## src/rtl/plab4_net_tp_domain_sched_pkg.sv

```systemverilog
// Shared state encodings and helpers for the time-partitioned network scheduler.
// Latency: n/a (types and constants only).
// Backpressure: n/a.
package plab4_net_tp_domain_sched_pkg;

  // Width of the phase/state encoding seen by router control and trace logic.
  localparam int c_phase_nbits = 2;

  // Scheduler states; the encoding is exported verbatim on the phase output.
  typedef enum logic [c_phase_nbits-1:0] {
    ST_IDLE   = 2'd0,
    ST_ACTIVE = 2'd1,
    ST_GUARD  = 2'd2,
    ST_DRAIN  = 2'd3
  } sched_state_e;

  // Elaboration-time maximum, used to size the shared slot/guard counter.
  function automatic int max_int(input int a, input int b);
    return (a > b) ? a : b;
  endfunction

endpackage

```

## src/rtl/plab4_net_tp_slot_counter.sv

```systemverilog
// Loadable saturating down-counter timing ACTIVE slots and GUARD intervals.
// Latency: load/decrement visible one cycle later; zero flag decoded from the register.
// Backpressure: none; decrement is ignored once the count reaches zero.
module plab4_net_tp_slot_counter #(
  parameter int p_width = 3
) (
  input  logic               clk,
  input  logic               reset,
  input  logic               load_i,
  input  logic [p_width-1:0] load_val_i,
  input  logic               dec_i,
  output logic               zero_o
);

  logic [p_width-1:0] count_q;

  // Load has priority; decrement stops at zero so the count never wraps.
  always_ff @(posedge clk) begin
    if (reset) begin
      count_q <= '0;
    end else if (load_i) begin
      count_q <= load_val_i;
    end else if (dec_i && (count_q != '0)) begin
      count_q <= count_q - p_width'(1);
    end
  end

  assign zero_o = (count_q == '0);

endmodule

```

## src/rtl/plab4_net_tp_domain_sched.sv

```systemverilog
// Round-robin security-domain scheduler with guard and drain phases between slots.
// Latency: state and all outputs are registered; en/net_idle act on the next edge.
// Backpressure: en=0 stops at the next guard boundary; net_idle=0 holds DRAIN indefinitely.
module plab4_net_tp_domain_sched
  import plab4_net_tp_domain_sched_pkg::*;
#(
  parameter int p_num_domains = 2,
  parameter int p_slot_cycles = 8,
  parameter int p_dead_cycles = 2,
  localparam int c_dom_nbits  = (p_num_domains > 2) ? $clog2(p_num_domains) : 1
) (
  input  logic                     clk,
  input  logic                     reset,
  input  logic                     en,
  input  logic                     net_idle,
  output logic [c_dom_nbits-1:0]   domain,
  output logic                     domain_val,
  output logic                     slot_start,
  output logic [c_phase_nbits-1:0] phase
);

  localparam int c_cnt_nbits = $clog2(max_int(p_slot_cycles, p_dead_cycles) + 1);

  localparam logic [c_cnt_nbits-1:0] c_slot_load = c_cnt_nbits'(p_slot_cycles - 1);
  localparam logic [c_cnt_nbits-1:0] c_dead_load = c_cnt_nbits'(p_dead_cycles - 1);
  localparam logic [c_dom_nbits-1:0] c_dom_last  = c_dom_nbits'(p_num_domains - 1);

  sched_state_e           state_q, state_d;
  logic [c_dom_nbits-1:0] domain_q, domain_d;
  logic                   domain_val_q;
  logic                   slot_start_q;

  logic                   cnt_load;
  logic [c_cnt_nbits-1:0] cnt_load_val;
  logic                   cnt_zero;

  // Next-state and next-domain selection; the domain only moves when a
  // guard/drain interval hands the network to the following slot.
  always_comb begin
    state_d  = state_q;
    domain_d = domain_q;
    case (state_q)
      ST_IDLE: begin
        if (en) state_d = ST_ACTIVE;
      end
      ST_ACTIVE: begin
        if (!en || cnt_zero) state_d = ST_GUARD;
      end
      ST_GUARD: begin
        if (cnt_zero) begin
          if (net_idle) begin
            state_d  = en ? ST_ACTIVE : ST_IDLE;
            domain_d = (domain_q == c_dom_last) ? '0 : domain_q + c_dom_nbits'(1);
          end else begin
            state_d = ST_DRAIN;
          end
        end
      end
      ST_DRAIN: begin
        if (net_idle) begin
          state_d  = en ? ST_ACTIVE : ST_IDLE;
          domain_d = (domain_q == c_dom_last) ? '0 : domain_q + c_dom_nbits'(1);
        end
      end
      default: state_d = ST_IDLE;
    endcase
  end

  // Reload the counter on every state change with the length of the new phase.
  always_comb begin
    cnt_load     = (state_d != state_q);
    cnt_load_val = '0;
    if (state_d == ST_ACTIVE)     cnt_load_val = c_slot_load;
    else if (state_d == ST_GUARD) cnt_load_val = c_dead_load;
  end

  plab4_net_tp_slot_counter #(
    .p_width (c_cnt_nbits)
  ) u_slot_counter (
    .clk        (clk),
    .reset      (reset),
    .load_i     (cnt_load),
    .load_val_i (cnt_load_val),
    .dec_i      (!cnt_load),
    .zero_o     (cnt_zero)
  );

  // FSM state plus registered outputs, so nothing is combinational on en/net_idle.
  always_ff @(posedge clk) begin
    if (reset) begin
      state_q      <= ST_IDLE;
      domain_q     <= '0;
      domain_val_q <= 1'b0;
      slot_start_q <= 1'b0;
    end else begin
      state_q      <= state_d;
      domain_q     <= domain_d;
      domain_val_q <= (state_d == ST_ACTIVE);
      slot_start_q <= (state_d == ST_ACTIVE) && (state_q != ST_ACTIVE);
    end
  end

  assign domain     = domain_q;
  assign domain_val = domain_val_q;
  assign slot_start = slot_start_q;
  assign phase      = state_q;

endmodule

```

## config.mk

```make
export PLATFORM = sky130hd
export DESIGN_NAME = plab4_net_tp_domain_sched
export DESIGN_NICKNAME = d
export VERILOG_FILES = /design/src/rtl/plab4_net_tp_domain_sched_pkg.sv /design/src/rtl/plab4_net_tp_slot_counter.sv /design/src/rtl/plab4_net_tp_domain_sched.sv
export SDC_FILE = /design/constraint.sdc
export NUM_CORES = 1
export LEC_CHECK = 0
export BUFFER_PORTS_ARGS = -buffer_cell sky130_fd_sc_hd__clkbuf_2
export CAP_MARGIN = 20
export CORE_AREA = 4 4 41 43
export CTS_CLUSTER_DIAMETER = 30
export DETAILED_ROUTE_END_ITERATION = 16
export DIE_AREA = 0 0 45 47
export MAX_ROUTING_LAYER = met4
export PLACE_DENSITY = 0.56
export SYNTH_ARGS = -nofsm -noshare
export SYNTH_HDL_FRONTEND = slang
export SYNTH_SLANG_ARGS = --single-unit
```

## constraint.sdc

```tcl
create_clock -name clk -period 5.55 [get_ports clk]
set_input_delay 0.8325 -clock clk [delete_from_list [all_inputs] [get_ports clk]]
set_output_delay 0.8325 -clock clk [all_outputs]
set_load 0.02 [all_outputs]
```

# Word-level counts from Yosys, hierarchy flattened
# Cells that the tools add are included.
# W data, S select, Z words.
[totals] wordCells=41 reg_bits=9 romBits=0 ram_bits=0 n_memories=0 latchBits=0 inputBits=4
[classes] n_shift=0 n_mux=15 n_addsub=2 n_reduce_logical=11 n_div=0 n_eq_ne=8 n_mul=0 bitwise=0 n_lt_le_gt_ge=0
[op_table] op="$mux W2" n=5
[op_table] op="$mux W4" n=2
[op_table] op="$pmux W2 S4" n=1
[op_table] op="$eq A2 B2 Y1 const B" n=3
[op_table] op="$mux W1" n=5
[op_table] op="$eq A2 B1 Y1 const B" n=2
[op_table] op="$logic_not A4 Y1" n=1
[op_table] op="$reduce_bool A2 Y1" n=2
[op_table] op="$reduce_bool A4 Y1" n=1
[op_table] op="$sub A4 B1 Y4 const B" n=1
[op_table] op="$mux W3" n=1
[op_table] op="$logic_and A1 B1 Y1" n=2
[op_table] op="$logic_not A1 Y1" n=2
[op_table] op="$logic_not A2 Y1" n=1
[op_table] op="$ne A2 B1 Y1 const B" n=1
[op_table] op="$ne A2 B2 Y1" n=1
[op_table] op="$ne A2 B2 Y1 const B" n=1
[op_table] op="$pmux W1 S2" n=1
[op_table] op="$reduce_and A2 Y1" n=1
[op_table] op="$add A1 B1 Y1 const B" n=1
[op_table] op="$logic_or A1 B1 Y1" n=1

# Longest topological paths before layout
# Gate-level depths: netlist of run 1.
[logic_depth] word_depth=9 depth_mapped=8 depth_no_buf=8

# Cells and area by module
# From an unflattened synthesis of run 1, not the netlist that was laid out.
[hier_totals] hier_cells=58 area_unflattened_um2=544.3
[modules_own_cells] mod="plab4_net_tp_domain_sched" cells_each=29 n_inst=1 area_per_inst_um2=281.5
[modules_own_cells] mod="plab4_net_tp_slot_counter" cells_each=29 n_inst=1 area_per_inst_um2=262.8

# Worst setup path before layout of run 1
# OpenSTA, ideal clock, no wires.
[synth_path] path_kind="input-to-reg" from="input en" to="register u_slot_counter.count_q[1]" setup_slack_ns=3.667 t_arrival_ns=1.762 cell_stages=5 t_required_ns=5.429 setup_ns=0.121 cell_sequence="a21boi_0 -> o221a_2 -> ha_1 -> nor2b_1 -> mux2_4"
[synth_between] elab_cells_between_ends=16 cone_classes="eq/ne (2); mux (9); reduce/logical (5)"
[synth_lines] element="start, declared" line="plab4_net_tp_domain_sched.sv:14" rtl="input logic en,"
[synth_lines] element="$mux W1 / $logic_not A1 Y1 (equally long branches)" line="plab4_net_tp_domain_sched.sv:52, plab4_net_tp_domain_sched.sv:61, plab4_net_tp_domain_sched.sv:47"
[synth_lines] element="$mux W2 / $logic_or A1 B1 Y1 (equally long branches)" line="plab4_net_tp_domain_sched.sv:51, plab4_net_tp_domain_sched.sv:47"
[synth_lines] element="$mux W2 (on tied branches)" line="plab4_net_tp_domain_sched.sv:50, plab4_net_tp_domain_sched.sv:47"
[synth_lines] element="$pmux W2 S4 (*)" line="plab4_net_tp_domain_sched.sv:42" rtl="case (state_q)"
[synth_lines] element="net state_d[0]" line="plab4_net_tp_domain_sched.sv:28" rtl="sched_state_e state_q, state_d;"
[synth_lines] element="$eq A2 B1 Y1 (*)" line="plab4_net_tp_domain_sched.sv:73" rtl="if (state_d == ST_ACTIVE) cnt_load_val = c_slot_load;"
[synth_lines] element="$mux W3 (*)" line="plab4_net_tp_domain_sched.sv:73"
[synth_lines] element="net cnt_load_val[1]" line="plab4_net_tp_domain_sched.sv:34" rtl="logic [c_cnt_nbits-1:0] cnt_load_val;"
[synth_lines] element="$mux W4 (*)" line="plab4_net_tp_slot_counter.sv:21" rtl="end else if (load_i) begin"
[synth_lines] element="end signal, assigned" line="plab4_net_tp_slot_counter.sv:22" rtl="count_q <= load_val_i;"
[synth_lines] element="end signal, assigned" line="plab4_net_tp_slot_counter.sv:24" rtl="count_q <= count_q - p_width'(1);"
[synth_lines] element="end, declared" line="plab4_net_tp_slot_counter.sv:15" rtl="logic [p_width-1:0] count_q;"
# Mark *: on every way through the listed nets, which the timed path passes. The rest lies on a longest branch.
# A chain may end at the register's enable or synchronous reset.

# Final worst setup path of run 1
[layout_path] from="register u_slot_counter.count_q[0]" to="register u_slot_counter.count_q[1]"
[layout_between] elab_cells_between_ends=15 cone_classes="add/sub (1); eq/ne (2); mux (6); reduce/logical (6)"
[layout_lines] element="$logic_not A4 Y1 (*)" line="plab4_net_tp_slot_counter.sv:28" rtl="assign zero_o = (count_q == '0);"
[layout_lines] element="$logic_or A1 B1 Y1" line="plab4_net_tp_domain_sched.sv:47" rtl="if (!en || cnt_zero) state_d = ST_GUARD;"
[layout_lines] element="$mux W2" line="plab4_net_tp_domain_sched.sv:47"
[layout_lines] element="$pmux W2 S4 (*)" line="plab4_net_tp_domain_sched.sv:42"
[layout_lines] element="net state_d[0]" line="plab4_net_tp_domain_sched.sv:28"
[layout_lines] element="$eq A2 B1 Y1 (*)" line="plab4_net_tp_domain_sched.sv:73"
[layout_lines] element="$mux W3 (*)" line="plab4_net_tp_domain_sched.sv:73"
[layout_lines] element="net cnt_load_val[1]" line="plab4_net_tp_domain_sched.sv:34"
[layout_lines] element="$mux W4 (*)" line="plab4_net_tp_slot_counter.sv:21"
# Mark *: on every way through the listed nets, which the timed path passes. The rest lies on a longest branch. The select of a mux whose other input is x is not followed.

==> run metrics, run 1 <==
status=completed; Max Freq=0.489 GHz; post-synth net total=57; CP bufs+invs=1; Gate power share=0.476; synthesis-to-finish area growth=15.9%; Die H=47 µm; Hold Path Class=flop to flop; Crit path max-delay family=simple AND/OR/NAND/NOR gates; Total Wirelength=850 µm; top-count cell post-synth=dfxtp_1; cell taking the most area after synthesis=dfxtp_1; CP dominant cell by count=ha_1; Root Driver=clkbuf_4; Mapped Area=488 µm²; Reg clk slew, reported paths=0.06 ns; CTS Hold Bufs=0; Final Max Slew Viols=0; Placer Congestion=0.768; layout cells sized above 1=0.328; register area=180 µm²; 1st-iter DRT viols=8; post-CTS setup buffers=0; min Tclk post-route=2.05 ns; CP max-delay cell=dfxtp_1; internal power=173 µW; final worst path period share=0.369; RSZ-0062 raised after global routing=false; Post-synth top flop=dfxtp_1; Routed Antenna Nets=0; CP Cell Sequence=inv_1 > ha_1 > nor3b_2 > a21boi_0 > o221a_2 > ha_1 > nor2b_1 > mux2_4; Leak Pwr=0.245 nW; TNS Setup=0 ns; Cell Pwr Density=476 nW/µm²; met1 GRT Util=0.110; sequential share of power=0.341; WS Path Type=flop to flop; Synth top cells by count=dfxtp_1 (9), nor2_1 (7), inv_1 (4); Initial Util=0.375; gr usage total=0.108; routed wire length per instance=11.2 µm; Max Buffers Root-to-Sink=2; flop and latch count out of synthesis=9; Synth cell types=25; Core ar.=1300 µm²; Post-synth EDFFs=0; WP data arrival=2.19 ns; row count=13; CTS buffer count=3; Synth area leaders=dfxtp_1 (37%), mux2_4 (9.2%), nor2_1 (5.4%), ha_1 (5.1%), o311a_4 (4.4%); # DRC=0; initial antenna violation count=0; fin worst setup slack=3.50 ns; Vias=379; multi-input logic area=285 µm²; number of gates resized after cts=0; die area=2120 µm²; Sink Count=9; vias in the first global route=368; CTS tree=yes; VDD IR-drop max=0.158 mV; Setup crit end kind=flop; max-cap violations=0; largest net degree at the start of global routing=10; Congestion Overflow GR=0; CP Max Fanout=5; Final setup viols=0; gr busiest metal=met2; first-pass GRT wire length=1500 µm; asr flop ratio synth=0; drt via density=4.99; synthesized instance count=51; # port buffers=8; Final Hold Vio Count=0; FILL cells=148; H-tree levels=1; Setup Skew=0.000465 ns; met2 Usage GRT=0.169; Inserted Diodes=0; worst endpoint required time=5.70 ns; met3 GRT Util=0.0460; Clock Latency Late Sink=0.26 ns; synth warn=0; Ports=9; crit-path max cell delay=0.31 ns; Least-Margin Pin Slew=0.309 ns; nets=68; register area share after synthesis=0.369; Die Width=45 µm; Net Sw Frac=0.359; Mapped Avg Cell Area=9.57 µm²; Worst slew margin=0.794; worst slack at placement=3.48 ns; Critical Path Start Type=flop; P_sw=96.6 µW; Clk network pwr share=0.183; First-pass DRT Iterations=3; post-DP HPWL=688 µm; post-synth top area share=0.369
-- power by group through the flow --
stage | sequential [mW] | clock [mW] | combinational (mW)
floorplan | 0.0956 | 0 | 0.104
global placement | 0.0929 | 0 | 0.130
detailed placement | 0.0934 | 0 | 0.130
CTS | 0.0919 | 0.0525 | 0.131
global route | 0.0945 | 0.0558 | 0.146
finish | 0.0918 | 0.0493 | 0.128
-- registers in the layout (all words and copies together), names as in the netlist --
| name | cells |
|---|---|
| u_slot_counter.count_q | 4 |
| domain_val | 1 |
| domain | 1 |
| slot_start | 1 |
| phase | 2 |
-- metal layers --
metal  routed length (µm)  vias up
met1                  385      172
met5                    0        -
li1                     -      200
met4                   13        0
met2                  423        5
met3                   26        2
-- tightest hold or removal path, cell delays in order, from the launching register on --
cell	delay (ns)
dfxtp_1	0.34
xor2_1	0.07
nor2_1	0.07
-- cell type report --
| cell class | count | area share |
|---|---|---|
| well taps | 15 | 0.0332 |
| multi-input cells | 36 | 0.504 |
| clock buffers | 4 | 0.0465 |
| inverters | 4 | 0.0265 |
| flip-flops and latches | 9 | 0.319 |
| repair buffers | 8 | 0.0708 |
-- through the flow --
step | cell area [µm²] | total power [mW] | hold slack (ns) | utilization | cells
floorplan | 488 | 0.199 | 0.539 | - | 51
global placement | 539 | 0.223 | 0.494 | 0.414 | 72
detailed placement | 539 | 0.224 | 0.510 | 0.414 | 72
CTS | 566 | 0.275 | 0.524 | 0.435 | 76
global route | 566 | 0.296 | 0.546 | 0.435 | 76
finish | 566 | 0.269 | 0.515 | 0.435 | 76
-- cells in the final DEF (no fill, tap or decap), drive strengths merged --
cell type / count
clkbuf: 12
dfxtp: 9
nor2: 7
inv: 4
mux2: 4
nor2b: 3
nor3: 3
nand2: 2
ha: 2
nor3b: 1
o21ai: 1
or3b: 1
a22oi: 1
a21boi: 1
nand3: 1
o221a: 1
a31oi: 1
o311a: 1
or3: 1
a21oi: 1
a211oi: 1
xnor2: 1
o211ai: 1
xor2: 1
-- kinds of logic after synthesis --
| logic type | count (synthesis) | synth area share |
|---|---|---|
| AO/OA/AOI/OAI | 9 | 0.162 |
| XOR/XNOR | 2 | 0.0359 |
| adder cells (fa/ha/maj) | 2 | 0.0513 |
| buffers and inverters | 6 | 0.0462 |
| flip-flops | 9 | 0.369 |
| multiplexers | 4 | 0.115 |
| AND/OR/NAND/NOR | 19 | 0.221 |
-- final timing paths --
check / start / endpoint / slack, ns / cells past startpoint
setup reg to reg: u_slot_counter.count_q[0]$_SDFFE_PP0P_ / u_slot_counter.count_q[1]$_SDFFE_PP0P_ / 3.50 / 8
hold reg to reg: domain$_SDFFE_PP0P_ / domain$_SDFFE_PP0P_ / 0.52 / 2
hold / removal: domain$_SDFFE_PP0P_ / domain$_SDFFE_PP0P_ / 0.52 / 2
setup / recovery: u_slot_counter.count_q[0]$_SDFFE_PP0P_ / u_slot_counter.count_q[1]$_SDFFE_PP0P_ / 3.50 / 8
No activity file was read; power rests on OpenSTA's default activity.
==> run 2, diff against run 1 <==
--- a/config.mk
+++ b/config.mk
@@ -12,7 +12,7 @@
 export DETAILED_ROUTE_END_ITERATION = 16
 export DIE_AREA = 0 0 45 47
 export MAX_ROUTING_LAYER = met4
-export PLACE_DENSITY = 0.56
+export PLACE_DENSITY = 0.59
 export SYNTH_ARGS = -nofsm -noshare
 export SYNTH_HDL_FRONTEND = slang
 export SYNTH_SLANG_ARGS = --single-unit
==> constraint.sdc (replaced) <==
create_clock -name clk -period 1.8 [get_ports clk]
set_input_delay 0.27 -clock clk [delete_from_list [all_inputs] [get_ports clk]]
set_output_delay 0.27 -clock clk [all_outputs]
set_load 0.02 [all_outputs]
==> run 2 against run 1 <==
Compared with the run above: flip-flop and latch count unchanged; worst hold slack worse by 0.17 ns; cell count up 17%; clock power rose to 3.1 times the previous value; non-clock buffer count up 13; via count up 17%; combinational power rose to 5.6 times the previous value; critical path type unchanged; largest cell class unchanged; largest power group unchanged; highest routed layer unchanged.
==> run metrics, run 2 (same netlist as run 1, synthesis figures left out) <==
status=completed (unchanged); Placer Congestion=0.772 (was 0.768); Routed Antenna Nets=0 (unchanged); Die H=47 µm (unchanged); max-cap violations=0 (unchanged); Top reg by flops=u_slot_counter.count_q (unchanged); Setup crit end kind=flop (unchanged); Least-Margin Pin Slew=0.371 ns (was 0.309 ns); Leak Pwr=0.321 nW (was 0.245 nW); largest net degree at the start of global routing=10 (unchanged); Max Freq=0.564 GHz (was 0.489 GHz); Layout Cells excl Fill=89 (was 76); layout cells sized above 1=0.581 (was 0.328); Cell Pwr Density=1600 nW/µm² (was 476 nW/µm²); Core ar.=1300 µm² (unchanged); WS Path Type=flop to flop (unchanged); Clock Latency Late Sink=0.26 ns (about the same); Hold Path Class=input pin to flop (was flop to flop); RSZ-0062 raised after global routing=true (was false); CP max-delay cell=dfxtp_2 (was dfxtp_1); Total Power=1.16 mW (was 269 µW); Final setup viols=0 (unchanged); Sink Count=9 (unchanged); CTS tree=yes (unchanged); Crit path max-delay family=simple AND/OR/NAND/NOR gates (unchanged); worst endpoint required time=1.94 ns (was 5.70 ns); crit-path max cell delay=0.32 ns (was 0.31 ns); nets=81 (was 68); CP Cell Sequence=inv_2 > ha_4 > nor3b_4 > a21boi_1 > o221a_4 > ha_4 > nor2b_4 > mux2_4 (was inv_1 > ha_1 > nor3b_2 > a21boi_0 > o221a_2 > ha_1 > nor2b_1 > mux2_4); Congestion Overflow GR=0 (unchanged); synthesis-to-finish area growth=48.2% (was 15.9%); min Tclk post-route=1.77 ns (was 2.05 ns); commonest non-fill, non-tap cells in the layout=buf_4 (13), clkbuf_2 (8), dfxtp_1 (7), nor2_1 (6) (was dfxtp_1 (9), clkbuf_2 (8), nor2_1 (7), inv_1 (4)); Setup Skew=0.000762 ns (was 0.000465 ns); Ports=9 (unchanged); CTS buffer count=3 (unchanged); First-pass DRT Iterations=3 (unchanged); Reg clk slew, reported paths=0.06 ns (about the same); Total Wirelength=1050 µm (was 850 µm); Worst slew margin=0.752 (was 0.794); most common cell after layout, fill and taps aside=buf_4 (was dfxtp_1); row count=13 (unchanged); initial antenna violation count=0 (unchanged); placed cell count=77 (was 72); # port buffers=8 (unchanged); CTS Hold Bufs=0 (unchanged); CP bufs+invs=1 (unchanged); max reg flops=4 (unchanged); CP dominant cell by count=ha_4 (was ha_1); first-pass GRT wire length=1770 µm (was 1500 µm); Max Buffers Root-to-Sink=2 (unchanged); Die Width=45 µm (unchanged); CP Max Fanout=4 (was 5); 1st-iter DRT viols=8 (unchanged); routed wire length per instance=11.8 µm (was 11.2 µm); drt via density=4.97 (was 4.99); Final Hold Vio Count=0 (unchanged); Vias=442 (was 379); H-tree levels=1 (unchanged); VDD IR-drop max=0.857 mV (was 0.158 mV); vias in the first global route=424 (was 368); die area=2120 µm² (unchanged); final worst path period share=0.986 (was 0.369); gr usage total=0.123 (was 0.108); post-DP HPWL=725 µm (was 688 µm); Critical Path Start Type=flop (unchanged); Root Driver=clkbuf_4 (unchanged); Final Max Slew Viols=0 (unchanged); Initial Util=0.375 (unchanged); # DRC=0 (unchanged); Inserted Diodes=0 (unchanged); WP data arrival=1.92 ns (was 2.19 ns)
-- run 2: layer usage --
layer  up-vias  part of all wire  global-route usage
li1        228                 -                   -
met1       205              0.48               0.148
met2         5              0.48               0.184
met3         4             0.022              0.0230
met4         0             0.020              0.0877
met5         -                 0                   -
-- run 2: stage by stage --
step	hold WS (ns)	setup slack [ns]	instance area, µm²	util	setup TNS [ns]
floorplan	0.514	0.0157	512	-	0
global placement	0.495	-0.0769	601	0.462	-0.263
detailed placement	0.508	-0.103	601	0.462	-0.331
CTS	0.339	-0.000302	689	0.530	-0.000302
global route	0.377	-0.0419	723	0.556	-0.162
finish	0.349	0.0258	723	0.556	0
-- run 2: report_power, final --
part           total, mW  switching (mW)  internal [mW]
registers          0.294          0.0457          0.248
clock network      0.154          0.0687         0.0853
logic              0.712           0.276          0.436
total               1.16           0.391          0.769
-- run 2: what timing repair did --
item,4_1_cts,5_1_grt
pin swaps,6,3
setup endpoints to repair,4,4
gates resized for setup,6,2
buffers inserted,5,3
endpoints found under the hold margin,0,0
-- run 2: cell type report --
class,count,area [µm²]
fill,119,578
multi-input combinational,36,343
sequential,9,183
timing repair buffer,21,138
clock buffer,4,26.3
tap,15,18.8
inverter,4,15.0
-- run 2: worst paths after layout --
check,start,to,slack (ns),cells past startpoint
hold reg to reg,domain$_SDFFE_PP0P_,domain$_SDFFE_PP0P_,0.52,2
setup reg to reg,u_slot_counter.count_q[0]$_SDFFE_PP0P_,u_slot_counter.count_q[1]$_SDFFE_PP0P_,0.03,8
setup / recovery,u_slot_counter.count_q[0]$_SDFFE_PP0P_,u_slot_counter.count_q[1]$_SDFFE_PP0P_,0.03,8
hold / removal,reset,phase[1]$_SDFF_PP0_,0.35,2
==> run 3, diff against run 2 <==
--- a/config.mk
+++ b/config.mk
@@ -13,6 +13,7 @@
 export DIE_AREA = 0 0 45 47
 export MAX_ROUTING_LAYER = met4
 export PLACE_DENSITY = 0.59
+export REMOVE_ABC_BUFFERS = 1
 export SYNTH_ARGS = -nofsm -noshare
 export SYNTH_HDL_FRONTEND = slang
 export SYNTH_SLANG_ARGS = --single-unit
==> run 3 against run 2 <==
Compared with the run above: critical path type unchanged; worst setup slack got worse by 0.019 ns; sequential power hardly changed; largest power group unchanged; combinational power shrank 4.8%; flip-flop and latch count stayed put; die area unchanged.
==> run metrics, run 3 (same netlist as run 1, synthesis figures left out) <==
status=completed (unchanged); Congestion Overflow GR=0 (unchanged); CTS tree=yes (unchanged); Routed Antenna Nets=0 (unchanged); vias in the first global route=435 (was 424); largest net degree at the start of global routing=10 (unchanged); WS Path Type=flop to flop (unchanged); Final Hold Vio Count=0 (unchanged); row count=13 (unchanged); Setup crit end kind=flop (unchanged); Reg clk slew, reported paths=0.06 ns (about the same); # port buffers=8 (unchanged); Gate power share=0.601 (was 0.614); 1st-iter DRT viols=4 (was 8); CP max-delay cell=or3b_4 (was dfxtp_2); synthesis-to-finish area growth=46.2% (was 48.2%); final worst path period share=0.996 (was 0.986); Inserted Diodes=0 (unchanged); Final setup viols=0 (unchanged); Clk network pwr share=0.141 (was 0.133); commonest non-fill, non-tap cells in the layout=buf_4 (11), dfxtp_1 (8), clkbuf_2 (8), nor2_1 (7) (was buf_4 (13), clkbuf_2 (8), dfxtp_1 (7), nor2_1 (6)); Leak Pwr=0.317 nW (was 0.321 nW); layout cells sized above 1=0.556 (was 0.581); gr usage total=0.133 (was 0.123); post-DP HPWL=706 µm (was 725 µm); Vias=425 (was 442); Max Buffers Root-to-Sink=2 (unchanged); Core ar.=1300 µm² (unchanged); most common cell after layout, fill and taps aside=buf_4 (unchanged); TNS Setup=0 ns (unchanged); Net Sw Frac=0.350 (was 0.337); CP Max Fanout=4 (unchanged); Cell Pwr Density=1580 nW/µm² (was 1600 nW/µm²); Hold Path Class=input pin to flop (unchanged); initial antenna violation count=0 (unchanged); CP Cell Sequence=inv_2 > ha_4 > or3b_4 > nand3_2 > o221a_4 > ha_4 > nor2_1 > mux2_4 (was inv_2 > ha_4 > nor3b_4 > a21boi_1 > o221a_4 > ha_4 > nor2b_4 > mux2_4); internal power=732 µW (was 769 µW); H-tree levels=1 (unchanged); WP data arrival=1.94 ns (was 1.92 ns); worst endpoint required time=1.95 ns (was 1.94 ns); first-pass GRT wire length=1850 µm (was 1770 µm); crit-path max cell delay=0.41 ns (was 0.32 ns); Ports=9 (unchanged); max reg flops=4 (unchanged); Layout Cells excl Fill=87 (was 89); Root Driver=clkbuf_4 (unchanged); Clock Latency Late Sink=0.26 ns (about the same); Critical Path Start Type=flop (unchanged); First-pass DRT Iterations=2 (was 3); Worst slew margin=0.773 (was 0.752); Die Width=45 µm (unchanged); P_sw=394 µW (was 391 µW); nets=79 (was 81); RSZ-0062 raised after global routing=true (unchanged); max-cap violations=0 (unchanged); sequential share of power=0.258 (was 0.253); Final Max Slew Viols=0 (unchanged); Die H=47 µm (unchanged); routed wire length per instance=12.3 µm (was 11.8 µm); Least-Margin Pin Slew=0.340 ns (was 0.371 ns); Total Power=1.13 mW (was 1.16 mW); drt via density=4.89 (was 4.97); FILL cells=129 (was 119); min Tclk post-route=1.79 ns (was 1.77 ns); Max Freq=0.558 GHz (was 0.564 GHz); VDD IR-drop max=0.712 mV (was 0.857 mV); Setup Skew=0.00313 ns (was 0.000762 ns); CTS buffer count=3 (unchanged); Sink Count=9 (unchanged); Initial Util=0.375 (unchanged); # DRC=0 (unchanged); final hold slack=0.338 ns (was 0.349 ns); placed cell count=79 (was 77); CP dominant cell by count=ha_4 (unchanged); die area=2120 µm² (unchanged); Top reg by flops=u_slot_counter.count_q (unchanged); Placer Congestion=0.734 (was 0.772); Total Wirelength=1070 µm (was 1050 µm)
-- run 3: final timing paths --
check / endpoint / start / depth (start not counted) / slack (ns)
max reg2reg: u_slot_counter.count_q[0]$_SDFFE_PP0P_ / u_slot_counter.count_q[0]$_SDFFE_PP0P_ / 8 / 0.007
max: u_slot_counter.count_q[0]$_SDFFE_PP0P_ / u_slot_counter.count_q[0]$_SDFFE_PP0P_ / 8 / 0.007
min reg2reg: domain$_SDFFE_PP0P_ / domain$_SDFFE_PP0P_ / 2 / 0.52
min: phase[1]$_SDFF_PP0_ / reset / 2 / 0.34
-- run 3: stage by stage --
stage / setup WS (ns) / instance area (µm²) / util
2_1_floorplan: -0.0616 / 480 / -
3_3_place_gp: -0.166 / 592 / 0.455
5_1_grt: -0.0548 / 713 / 0.548
6_report: 0.00709 / 713 / 0.548
3_5_place_dp: -0.182 / 592 / 0.455
4_1_cts: -0.0146 / 669 / 0.514
-- run 3: cell type report --
type | count | area, µm² | area share
Sequential cell | 9 | 181 | 0.254
Multi-Input combinational cell | 36 | 349 | 0.489
Timing Repair Buffer | 19 | 123 | 0.172
Tap cell | 15 | 18.8 | 0.0263
Inverter | 4 | 15.0 | 0.0211
Clock buffer | 4 | 26.3 | 0.0368
-- run 3: repair_timing --
item	4_1_cts	5_1_grt
hold buffers	0	0
gates resized for setup	13	4
pin swaps	4	1
buffers inserted	2	2
setup endpoints to repair	5	4
-- run 3: worst max-delay path, delay by kind of cell, from the launching register on --
kind	cells	cell delay (ns)
compound gates	1	0.21
mux	1	0.25
simple gates	3	0.55
fa+ha+maj	2	0.27
buf+inv	1	0.08
flops	1	0.32
-- run 3: per-layer routing --
metal	vias to the layer above	part of all wire	track usage
li1	221	-	-
met1	193	0.43	0.142
met2	7	0.50	0.218
met3	4	0.036	0.0345
met4	0	0.037	0.0877
met5	-	0	-
-- run 3: power by group through the flow --
| stage | Sequential [mW] | Combinational (mW) | Clock [mW] |
|---|---|---|---|
| 3_5_place_dp | 0.285 | 0.527 | 0 |
| 3_3_place_gp | 0.284 | 0.526 | 0 |
| 4_1_cts | 0.289 | 0.621 | 0.165 |
| 2_1_floorplan | 0.301 | 0.310 | 0 |
| 6_report | 0.291 | 0.678 | 0.158 |
| 5_1_grt | 0.299 | 0.759 | 0.181 |
